## src/rtl/result_scorer_if.sv

```systemverilog
// rtl/result_scorer_if.sv - Score-vector input and prediction/statistics output bundle
interface result_scorer_if #(
    parameter int CNT_W = 10
);
    logic             ans_valid;
    logic [79:0]      ans;
    logic [3:0]       label;
    logic             ready;
    logic             pred_valid;
    logic [3:0]       pred_index;
    logic             pred_correct;
    logic [CNT_W-1:0] image_count;
    logic [CNT_W-1:0] correct_count;
    logic             done;
    logic             label_err;

    modport master (
        output ans_valid, ans, label,
        input  ready, pred_valid, pred_index, pred_correct,
        input  image_count, correct_count, done, label_err
    );

    modport slave (
        input  ans_valid, ans, label,
        output ready, pred_valid, pred_index, pred_correct,
        output image_count, correct_count, done, label_err
    );
endinterface

```

## src/rtl/result_scorer.sv

```systemverilog
// rtl/result_scorer.sv - Serial argmax over ten signed 8-bit class scores with accuracy counters
module result_scorer #(
    parameter int NUM_IMAGES = 750,
    parameter int CNT_W      = 10
) (
    input  logic            clk,
    input  logic            rst,
    input  logic            clr,
    result_scorer_if.slave  sb
);
    typedef enum logic [1:0] {IDLE, SCAN, UPDATE, DONE} state_t;

    localparam logic [CNT_W-1:0] LAST_COUNT = CNT_W'(NUM_IMAGES);
    localparam logic [3:0]       LAST_LANE  = 4'd9;

    state_t           state_q, state_d;
    logic [79:0]      ans_q, ans_d;
    logic [3:0]       label_q, label_d;
    logic signed [7:0] max_q, max_d;
    logic [3:0]       idx_q, idx_d;
    logic [3:0]       lane_q, lane_d;
    logic             pred_valid_q, pred_valid_d;
    logic [3:0]       pred_index_q, pred_index_d;
    logic             pred_correct_q, pred_correct_d;
    logic [CNT_W-1:0] img_q, img_d;
    logic [CNT_W-1:0] cor_q, cor_d;
    logic             label_err_q, label_err_d;

    logic signed [7:0] lane_val;
    logic              hit;
    logic [CNT_W-1:0]  img_inc;

    assign lane_val = ans_q[{lane_q, 3'b000} +: 8];
    // idx never exceeds 9, so an out-of-range label can never score as correct
    assign hit      = (idx_q == label_q);
    assign img_inc  = img_q + 1'b1;

    always_comb begin
        state_d        = state_q;
        ans_d          = ans_q;
        label_d        = label_q;
        max_d          = max_q;
        idx_d          = idx_q;
        lane_d         = lane_q;
        pred_valid_d   = 1'b0;
        pred_index_d   = pred_index_q;
        pred_correct_d = pred_correct_q;
        img_d          = img_q;
        cor_d          = cor_q;
        label_err_d    = label_err_q;

        if (clr) begin
            state_d        = IDLE;
            pred_index_d   = 4'd0;
            pred_correct_d = 1'b0;
            img_d          = '0;
            cor_d          = '0;
            label_err_d    = 1'b0;
        end else begin
            case (state_q)
                IDLE: begin
                    if (sb.ans_valid) begin
                        ans_d   = sb.ans;
                        label_d = sb.label;
                        max_d   = sb.ans[7:0];
                        idx_d   = 4'd0;
                        lane_d  = 4'd1;
                        state_d = SCAN;
                    end
                end
                SCAN: begin
                    // strict greater-than keeps the lower index on ties
                    if (lane_val > max_q) begin
                        max_d = lane_val;
                        idx_d = lane_q;
                    end
                    lane_d = lane_q + 4'd1;
                    if (lane_q == LAST_LANE) begin
                        state_d = UPDATE;
                    end
                end
                UPDATE: begin
                    pred_valid_d   = 1'b1;
                    pred_index_d   = idx_q;
                    pred_correct_d = hit;
                    img_d          = img_inc;
                    if (hit) begin
                        cor_d = cor_q + 1'b1;
                    end
                    if (label_q > LAST_LANE) begin
                        label_err_d = 1'b1;
                    end
                    state_d = (img_inc == LAST_COUNT) ? DONE : IDLE;
                end
                DONE: begin
                end
                default: state_d = IDLE;
            endcase
        end
    end

    always_ff @(posedge clk or posedge rst) begin
        if (rst) begin
            state_q        <= IDLE;
            ans_q          <= '0;
            label_q        <= 4'd0;
            max_q          <= '0;
            idx_q          <= 4'd0;
            lane_q         <= 4'd0;
            pred_valid_q   <= 1'b0;
            pred_index_q   <= 4'd0;
            pred_correct_q <= 1'b0;
            img_q          <= '0;
            cor_q          <= '0;
            label_err_q    <= 1'b0;
        end else begin
            state_q        <= state_d;
            ans_q          <= ans_d;
            label_q        <= label_d;
            max_q          <= max_d;
            idx_q          <= idx_d;
            lane_q         <= lane_d;
            pred_valid_q   <= pred_valid_d;
            pred_index_q   <= pred_index_d;
            pred_correct_q <= pred_correct_d;
            img_q          <= img_d;
            cor_q          <= cor_d;
            label_err_q    <= label_err_d;
        end
    end

    assign sb.ready         = (state_q == IDLE);
    assign sb.done          = (state_q == DONE);
    assign sb.pred_valid    = pred_valid_q;
    assign sb.pred_index    = pred_index_q;
    assign sb.pred_correct  = pred_correct_q;
    assign sb.image_count   = img_q;
    assign sb.correct_count = cor_q;
    assign sb.label_err     = label_err_q;
endmodule

```

## src/flat_wrapper.sv

```systemverilog
// flat-port wrapper written by rule: the top's interface ports become plain ports
module result_scorer_flat 
#(
    parameter int NUM_IMAGES = 750,
    parameter int CNT_W      = 10
)
  (clk, rst, clr, sb_ans_valid, sb_ans, sb_label, sb_ready, sb_pred_valid, sb_pred_index, sb_pred_correct, sb_image_count, sb_correct_count, sb_done, sb_label_err);
  result_scorer_if #(.CNT_W(CNT_W)) sb_i ();
  input  logic clk;
  input  logic rst;
  input  logic clr;
  input wire logic [$bits(sb_i.ans_valid)-1:0] sb_ans_valid;
  input wire logic [$bits(sb_i.ans)-1:0] sb_ans;
  input wire logic [$bits(sb_i.label)-1:0] sb_label;
  output wire logic [$bits(sb_i.ready)-1:0] sb_ready;
  output wire logic [$bits(sb_i.pred_valid)-1:0] sb_pred_valid;
  output wire logic [$bits(sb_i.pred_index)-1:0] sb_pred_index;
  output wire logic [$bits(sb_i.pred_correct)-1:0] sb_pred_correct;
  output wire logic [$bits(sb_i.image_count)-1:0] sb_image_count;
  output wire logic [$bits(sb_i.correct_count)-1:0] sb_correct_count;
  output wire logic [$bits(sb_i.done)-1:0] sb_done;
  output wire logic [$bits(sb_i.label_err)-1:0] sb_label_err;
  assign sb_i.ans_valid = sb_ans_valid;
  assign sb_i.ans = sb_ans;
  assign sb_i.label = sb_label;
  assign sb_ready = sb_i.ready;
  assign sb_pred_valid = sb_i.pred_valid;
  assign sb_pred_index = sb_i.pred_index;
  assign sb_pred_correct = sb_i.pred_correct;
  assign sb_image_count = sb_i.image_count;
  assign sb_correct_count = sb_i.correct_count;
  assign sb_done = sb_i.done;
  assign sb_label_err = sb_i.label_err;
  result_scorer #(.NUM_IMAGES(NUM_IMAGES), .CNT_W(CNT_W)) u_core (.clk(clk), .rst(rst), .clr(clr), .sb(sb_i));
endmodule
```

## config.mk

```make
export PLATFORM = sky130hd
export DESIGN_NAME = result_scorer_flat
export DESIGN_NICKNAME = d
export VERILOG_FILES = /design/src/rtl/result_scorer_if.sv /design/src/rtl/result_scorer.sv /design/src/flat_wrapper.sv
export SDC_FILE = /design/constraint.sdc
export NUM_CORES = 1
export LEC_CHECK = 0
export ABC_AREA = 0
export BUFFER_PORTS_ARGS = -buffer_cell sky130_fd_sc_hd__buf_2
export CAP_MARGIN = 30
export CORE_AREA = 10 10 157 159
export CTS_CLUSTER_DIAMETER = 120
export CTS_CLUSTER_SIZE = 12
export DETAILED_ROUTE_END_ITERATION = 12
export DIE_AREA = 0 0 167 169
export PLACE_DENSITY = 0.49
export SETUP_SLACK_MARGIN = 0.3
export SYNTH_ARGS = -nofsm -noshare
export SYNTH_HDL_FRONTEND = slang
export SYNTH_SLANG_ARGS = --single-unit
```

## constraint.sdc

```tcl
create_clock -name clk -period 4.2 [get_ports clk]
set_input_delay 0.42 -clock clk [delete_from_list [all_inputs] [get_ports clk]]
set_output_delay 0.42 -clock clk [all_outputs]
set_load 0.05 [all_outputs]
```

==> results of run 1 <==
==> cell usage in the layout, fill, tap and decap left out, types with 2 or more instances in the layout <==
cell type and instances:
xnor2_1 15, nand3_1 7, clkinv_2 5, clkinv_4 3
xor2_1 7, mux4_2 7, nand4_1 7, a21oi_1 9
nor2b_1 11, a22o_1 2, and3_1 2, or3_1 3
a221o_1 8, ha_1 17, mux2_2 92, buf_2 116
clkbuf_16 17, nand2_1 41, a21o_1 7, mux4_1 9
nor4_1 4, buf_4 5, clkinvlp_4 3, nor2_1 37
clkinv_1 2, o211ai_1 3, a211oi_1 2, dfrtp_1 128
mux2i_1 18, inv_1 23, o21ai_0 7, nand2b_1 2
nor3_1 4, nand3b_1 2
==> metal layers <==
layer  part of all wire  global-route usage  vias to the layer above
met3              0.069             0.04632                       17
met4              0.018             0.03627                        0
li1                   -                   -                     2045
met5                  0                   0                        -
met2               0.45              0.1706                      123
met1               0.47              0.1423                     2089
==> sequential cells by signal, indices dropped and copies added, names as in the netlist <==
| signal | cells |
|---|---|
| u_core.ans_q | 80 |
| u_core.max_q | 8 |
| u_core.sb.correct_count | 10 |
| u_core.sb.pred_correct | 1 |
| u_core.sb.pred_index | 4 |
| u_core.sb.pred_valid | 1 |
| u_core.lane_q | 4 |
| u_core.label_q | 4 |
| u_core.sb.image_count | 10 |
| u_core.sb.label_err | 1 |
| u_core.state_q | 2 |
| u_core.idx_q | 4 |
==> worst max path at each step <==
| stage | to | slack (ns) | depth (start not counted) |
|---|---|---|---|
| after floorplan | u_core.ans_q[0] | 0.34 | 1 |
| after global placement | u_core.max_q[4] | 0.88 | 11 |
| after detailed placement | u_core.max_q[1] | 0.75 | 11 |
| after CTS | u_core.max_q[1] | 0.75 | 11 |
| after global routing | u_core.max_q[5] | 0.56 | 11 |
| final | u_core.max_q[1] | 0.78 | 11 |
==> cell type report <==
cell class | count | area, µm²
Fill cell | 2137 | 13780
Sequential cell | 129 | 3229
Multi-Input combinational cell | 331 | 2897
Timing Repair Buffer | 122 | 638.1
Clock buffer | 19 | 442.9
Tap cell | 280 | 350.3
Clock inverter | 13 | 112.6
Inverter | 26 | 100.1
==> where the power goes <==
part,switching [mW],total (mW),internal (mW)
sequential,0.340,2.04,1.70
combinational,0.837,1.87,1.03
clock,0.563,1.39,0.827
total,1.74,5.30,3.56
==> metrics by stage <==
| step | hold WS (ns) | power [mW] |
|---|---|---|
| after CTS | 0.2142 | 5.374 |
| after detailed placement | 0.4897 | 3.950 |
| after global placement | 0.4816 | 3.874 |
| after floorplan | 0.4704 | 3.460 |
| after global routing | 0.2165 | 5.673 |
| final | 0.1821 | 5.297 |
==> cells by family after synthesis <==
family                   count (synthesis)
multiplexers                           126
XOR/XNOR                                22
flip-flops                             129
buffers and inverters                   53
AO/OA/AOI/OAI                           43
AND/OR/NAND/NOR                        123
adder cells (fa/ha/maj)                 17
==> impl_results.md, run 1 <==
* Status: finished clean
* R2r setup slk at 0.78 ns
* Area fraction of the dominant cell type after synthesis at 0.5084
* GPL Wtd Cong at 0.8823
* Cell Area, Placed at 7214 µm²
* Synth Area in XOR/XNOR at 0.03034
* # rows at 54
* Chip height at 169 µm
* Maxcap violations at 0
* Worst slew margin at 0.3627
* Drt first pass iters at 4
* CTS Sinks at 129
* DR iter-0 viols at 250
* Peak VDD IR at 0.0003202 V
* Yosys reg bits at 129
* Initial antenna violation count at 0
* Sequential-to-total area share from yosys stat at 0.5084
* Largest cells by area after synthesis: dfrtp_1 51%, mux2_2 16%, mux4_1 3.7%
* Mean Syn Cell Area at 12.38 µm²
* Slew Viols, Final at 0
* Full die area at 28220 µm²
* Transition time of the tightest slew-check pin at 0.9560 ns
* Min Tclk post-route at 3.423 ns
* Setup Viol. Count Final at 0
* Setup CP Type: register to register
* Crit path buf inv count at 1
* CTS Buf Count at 17
* Crit-path cells: mux4_2 > nand2_1 > nand2_1 > a21o_1 > ha_1 > nor2b_1 > o211ai_1 > a21oi_1 > o211ai_1 > buf_4 > mux2_2
* Max Freq at 292.2 MHz
* Asr flop ratio synth at 1.000
* Synth Area in Compound Gates at 0.04906
* RSZ-0062 raised after global routing: false
* CTS tree: built
* CP delay by family, top: flip-flops
* Largest family of logic cells by synthesized area: multiplexers
* CP endpoint kind: register
* EDFF count, synth at 0
* Post-CTS Setup Inserts at 0
* Reg2Reg Launch Point: u_core.lane_q[2]
* Post-layout util at 0.3605
* Grt ovf at 0
* Total number of vias at 4274
* Post-Layout Cell Count at 920
* Worst-path clk slew at 0.06 ns
* Startpoint types: register
* Avg WL per Cell at 17.24 µm
* Nets@finish at 732
* Final hold viol count at 0
* Synthesis-to-layout area growth at 22.36%
* Synth area leader: dfrtp_1
* R2R depth at 11
* Total track usage at 0.1125
* CP Data Required Time at 4.49 ns
* Vias in the first global route at 4700
* Die X at 167 µm
* Reg2Reg Capture Point: u_core.max_q[1]
* H-tree Lvls at 4
* Final HPWL DP at 11610 µm
* First-pass GRT wire length at 25610 µm
* ANT cells at 0
* Crit path DAT at 3.72 ns
* Lkg Pwr at 3.573 nW
* Synth Warn # at 0
* Crit share post-route at 0.8149
* Setup TNS at 0 ns
* CP peak stage delay at 0.97 ns
* CTS root buf: clkbuf_16
* Ports at 117
* CTS Buffer Depth at 2
* Post-route DRC violation count at 0
* Worst Setup SP: u_core.lane_q[2]
* Netlist cell types at 41
* Commonest cells post-synth: 129 x dfrtp_1, 92 x mux2_2, 41 x nand2_1
* Fin area at 7770 µm²
* Slowest CP cell: dfrtp_1
* Worst hold path class: input pin to asynchronous set/reset pin
* Pre-CTS setup slack at 0.7473 ns
* Proportion of synthesized area in mux cells at 0.2536
* Post-Synth Adder-Cell Area at 0.03350
* Drt total wl at 15860 µm
* Synth Cell Area at 6350 µm²
* # hold bufs at CTS at 0
* Most frequent cell after synthesis: dfrtp_1
* Clock skew at 0.009324 ns
* Layout cell share with drive strength beyond 1 at 0.3969
* Worst skew pair latency at 0.42 ns
* Core Region at 21550 µm²
* Power Density at 681.7 nW/µm²
* Maximum fanout along the worst path at 22
* Vias per inst at 4.646
* Post-CTS sizing at 0
* Syn Nets at 618
* IO Port Bufs at 116
* Placed insts at 888
* Initial Utilization at 0.2946
* Antenna viol nets, final at 0
* Post-synthesis simple-gate area fraction at 0.08966
* Final setup margin at 0.7773 ns
* Gate Count Post-Synth at 513
* Top_reg_cell synth: dfrtp_1
* Largest net degree at the start of global routing at 77
Power figures use the tool's default switching activity.
==> run 2, diff against run 1 <==
Settings changed: PLACE_DENSITY 0.49 to 0.51.
Clock period 4.2 ns to 3.1 ns, I/O delays scaled along.
==> run 2 against run 1 <==
  * Fmax is 12% higher
  * Routed wire length up 4.6%
  * Setup slack worse by 0.72 ns
  * Register-to-register slack worse by 0.72 ns
  * Global-route usage is 0.35 points higher
==> impl_results.md, run 2 (synthesis gave the netlist of run 1 again) <==
* Status: finished clean (unchanged)
* # rows at 54 (unchanged)
* Layout cell share with drive strength beyond 1 at 0.4486 (was 0.3969)
* # hold bufs at CTS at 0 (unchanged)
* Crit-path cells: buf_12 > buf_12 > mux4_2 > nand2_2 > nand2_2 > a21o_1 > ha_4 > nand4_1 > buf_4 > a21oi_2 > o211ai_1 > buf_4 > mux2_4 (was mux4_2 > nand2_1 > nand2_1 > a21o_1 > ha_1 > nor2b_1 > o211ai_1 > a21oi_1 > o211ai_1 > buf_4 > mux2_2)
* CP endpoint kind: register (unchanged)
* Die X at 167 µm (unchanged)
* Setup Viol. Count Final at 0 (unchanged)
* R2r setup slk at 0.06 ns (was 0.78 ns)
* Final hold viol count at 0 (unchanged)
* Antenna viol nets, final at 0 (unchanged)
* Fin area at 8147 µm² (was 7770 µm²)
* CP peak stage delay at 0.53 ns (was 0.97 ns)
* Total power at 8.022 mW (was 5.297 mW)
* Initial antenna violation count at 0 (unchanged)
* Worst-path clk slew at 0.06 ns (about the same)
* GPL Wtd Cong at 0.9486 (was 0.8823)
* Largest register FFs at 80 (unchanged)
* Drt first pass iters at 4 (unchanged)
* Startpoint types: register (unchanged)
* Initial Utilization at 0.2946 (unchanged)
* Reg2Reg Launch Point: u_core.lane_q[0] (was u_core.lane_q[2])
* H-tree Lvls at 4 (unchanged)
* Largest net degree at the start of global routing at 81 (was 77)
* DR iter-0 viols at 276 (was 250)
* CP delay by family, top: multiplexers (was flip-flops)
* Most common cell after layout, fill and taps aside: dfrtp_1 (unchanged)
* Worst slew margin at 0.4627 (was 0.3627)
* Clock skew at 0.01397 ns (was 0.009324 ns)
* Min Tclk post-route at 3.043 ns (was 3.423 ns)
* CTS Buffer Depth at 2 (unchanged)
* Lkg Pwr at 3.744 nW (was 3.573 nW)
* Core Region at 21550 µm² (unchanged)
* Worst skew pair latency at 0.42 ns (about the same)
* Crit share post-route at 0.9817 (was 0.8149)
* Vias in the first global route at 4831 (was 4700)
* Commonest cells after routing, fill and taps aside: 128 x dfrtp_1, 116 x buf_2, 84 x mux2_2, 37 x nor2_1, 34 x nand2_1 (was 128 x dfrtp_1, 116 x buf_2, 92 x mux2_2, 41 x nand2_1, 37 x nor2_1)
* CTS root buf: clkbuf_16 (unchanged)
* Maximum fanout along the worst path at 7 (was 22)
* Worst hold path class: input pin to asynchronous set/reset pin (unchanged)
* Peak VDD IR at 0.0003471 V (was 0.0003202 V)
* Full die area at 28220 µm² (unchanged)
* Post-route DRC violation count at 0 (unchanged)
* Maxcap violations at 0 (unchanged)
* Slowest CP cell: mux4_2 (was dfrtp_1)
* Transition time of the tightest slew-check pin at 0.7959 ns (was 0.9560 ns)
* R2R depth at 13 (was 11)
* Chip height at 169 µm (unchanged)
* Total number of vias at 4424 (was 4274)
* Crit path buf inv count at 4 (was 1)
* Nets@finish at 754 (was 732)
* Drt total wl at 16590 µm (was 15860 µm)
* Ports at 117 (unchanged)
* CTS Buf Count at 17 (unchanged)
* CP Depth at 13 (was 11)
* First-pass GRT wire length at 26290 µm (was 25610 µm)
* Crit path DAT at 3.34 ns (was 3.72 ns)
* Max Freq at 328.6 MHz (was 292.2 MHz)
* RSZ-0062 raised after global routing: true (was false)
* Power Density at 984.7 nW/µm² (was 681.7 nW/µm²)
* CTS Sinks at 129 (unchanged)
* Synthesis-to-layout area growth at 28.30% (was 22.36%)
* Reg2Reg Capture Point: u_core.max_q[4] (was u_core.max_q[1])
* Vias per inst at 4.696 (was 4.646)
* IO Port Bufs at 116 (unchanged)
* Cell Area, Placed at 7301 µm² (was 7214 µm²)
* Setup CP Type: register to register (unchanged)
* Grt ovf at 0 (unchanged)
* Slew Viols, Final at 0 (unchanged)
* Largest Register: u_core.ans_q (unchanged)
* CP Data Required Time at 3.39 ns (was 4.49 ns)
* Total track usage at 0.1159 (was 0.1125)
* Final HPWL DP at 12130 µm (was 11610 µm)
* CTS tree: built (unchanged)
* ANT cells at 0 (unchanged)
* Post-layout util at 0.3780 (was 0.3605)
* Avg WL per Cell at 17.61 µm (was 17.24 µm)
run 2: changes by cell type in the layout (fill, tap and decap cells not counted), sizes merged:
cell	change
bufinv	+2
buf	+22
inv	+4
clkinv	-5
clkinvlp	-1
run 2: cell type report:
class	count	area (µm²)
Fill cell	2131	13410
Timing Repair Buffer	144	873.3
Clock buffer	19	432.9
Sequential cell	129	3229
Tap cell	280	350.3
Multi-Input combinational cell	331	2984
Inverter	26	101.3
Clock inverter	13	175.2
run 2: what timing repair did:
item | CTS | global route
endpoints found under the setup margin | 12 | 12
cloned | 0 | 1
resized for setup | 3 | 36
setup buffers | 2 | 11
pin swaps | 0 | 17
endpoints found under the hold margin | 0 | 0
run 2: metrics by stage:
stage | setup TNS [ns] | instances | hold slack (ns) | worst slack, ns
floorplan | 0 | 513 | 0.4606 | 0.1105
global placement | 0 | 896 | 0.4526 | 0.09309
detailed placement | 0 | 896 | 0.4720 | 0.03545
CTS | 0 | 930 | 0.01254 | 0.1563
global route | -0.05193 | 942 | 0.05817 | -0.02124
finish | 0 | 942 | 0.001926 | 0.05683
run 2: per-layer routing:
layer  vias to the layer above  global-route usage  share of wire  wire length, µm
met5                         -                   0              0                0
met4                         0             0.03895          0.014              231
met3                        19             0.03729          0.056              931
met2                       130              0.1862           0.48             7951
met1                      2185              0.1441           0.45             7477
li1                       2090                   -              -                -
run 2: report_power, final:
| group | internal (mW) | switching (mW) | total, mW |
|---|---|---|---|
| sequential | 2.31 | 0.400 | 2.71 |
| clock | 1.28 | 0.797 | 2.08 |
| combinational | 1.81 | 1.43 | 3.23 |
run 2: worst max-delay path by stage:
stage                          start         endpoint  slack (ns)
floorplan           u_core.lane_q[0]  u_core.max_q[0]        0.11
global placement    u_core.lane_q[0]  u_core.max_q[1]        0.09
detailed placement  u_core.lane_q[0]  u_core.max_q[5]        0.04
CTS                 u_core.lane_q[0]  u_core.max_q[1]        0.16
global route        u_core.lane_q[0]  u_core.max_q[4]       -0.02
finish              u_core.lane_q[0]  u_core.max_q[4]        0.06
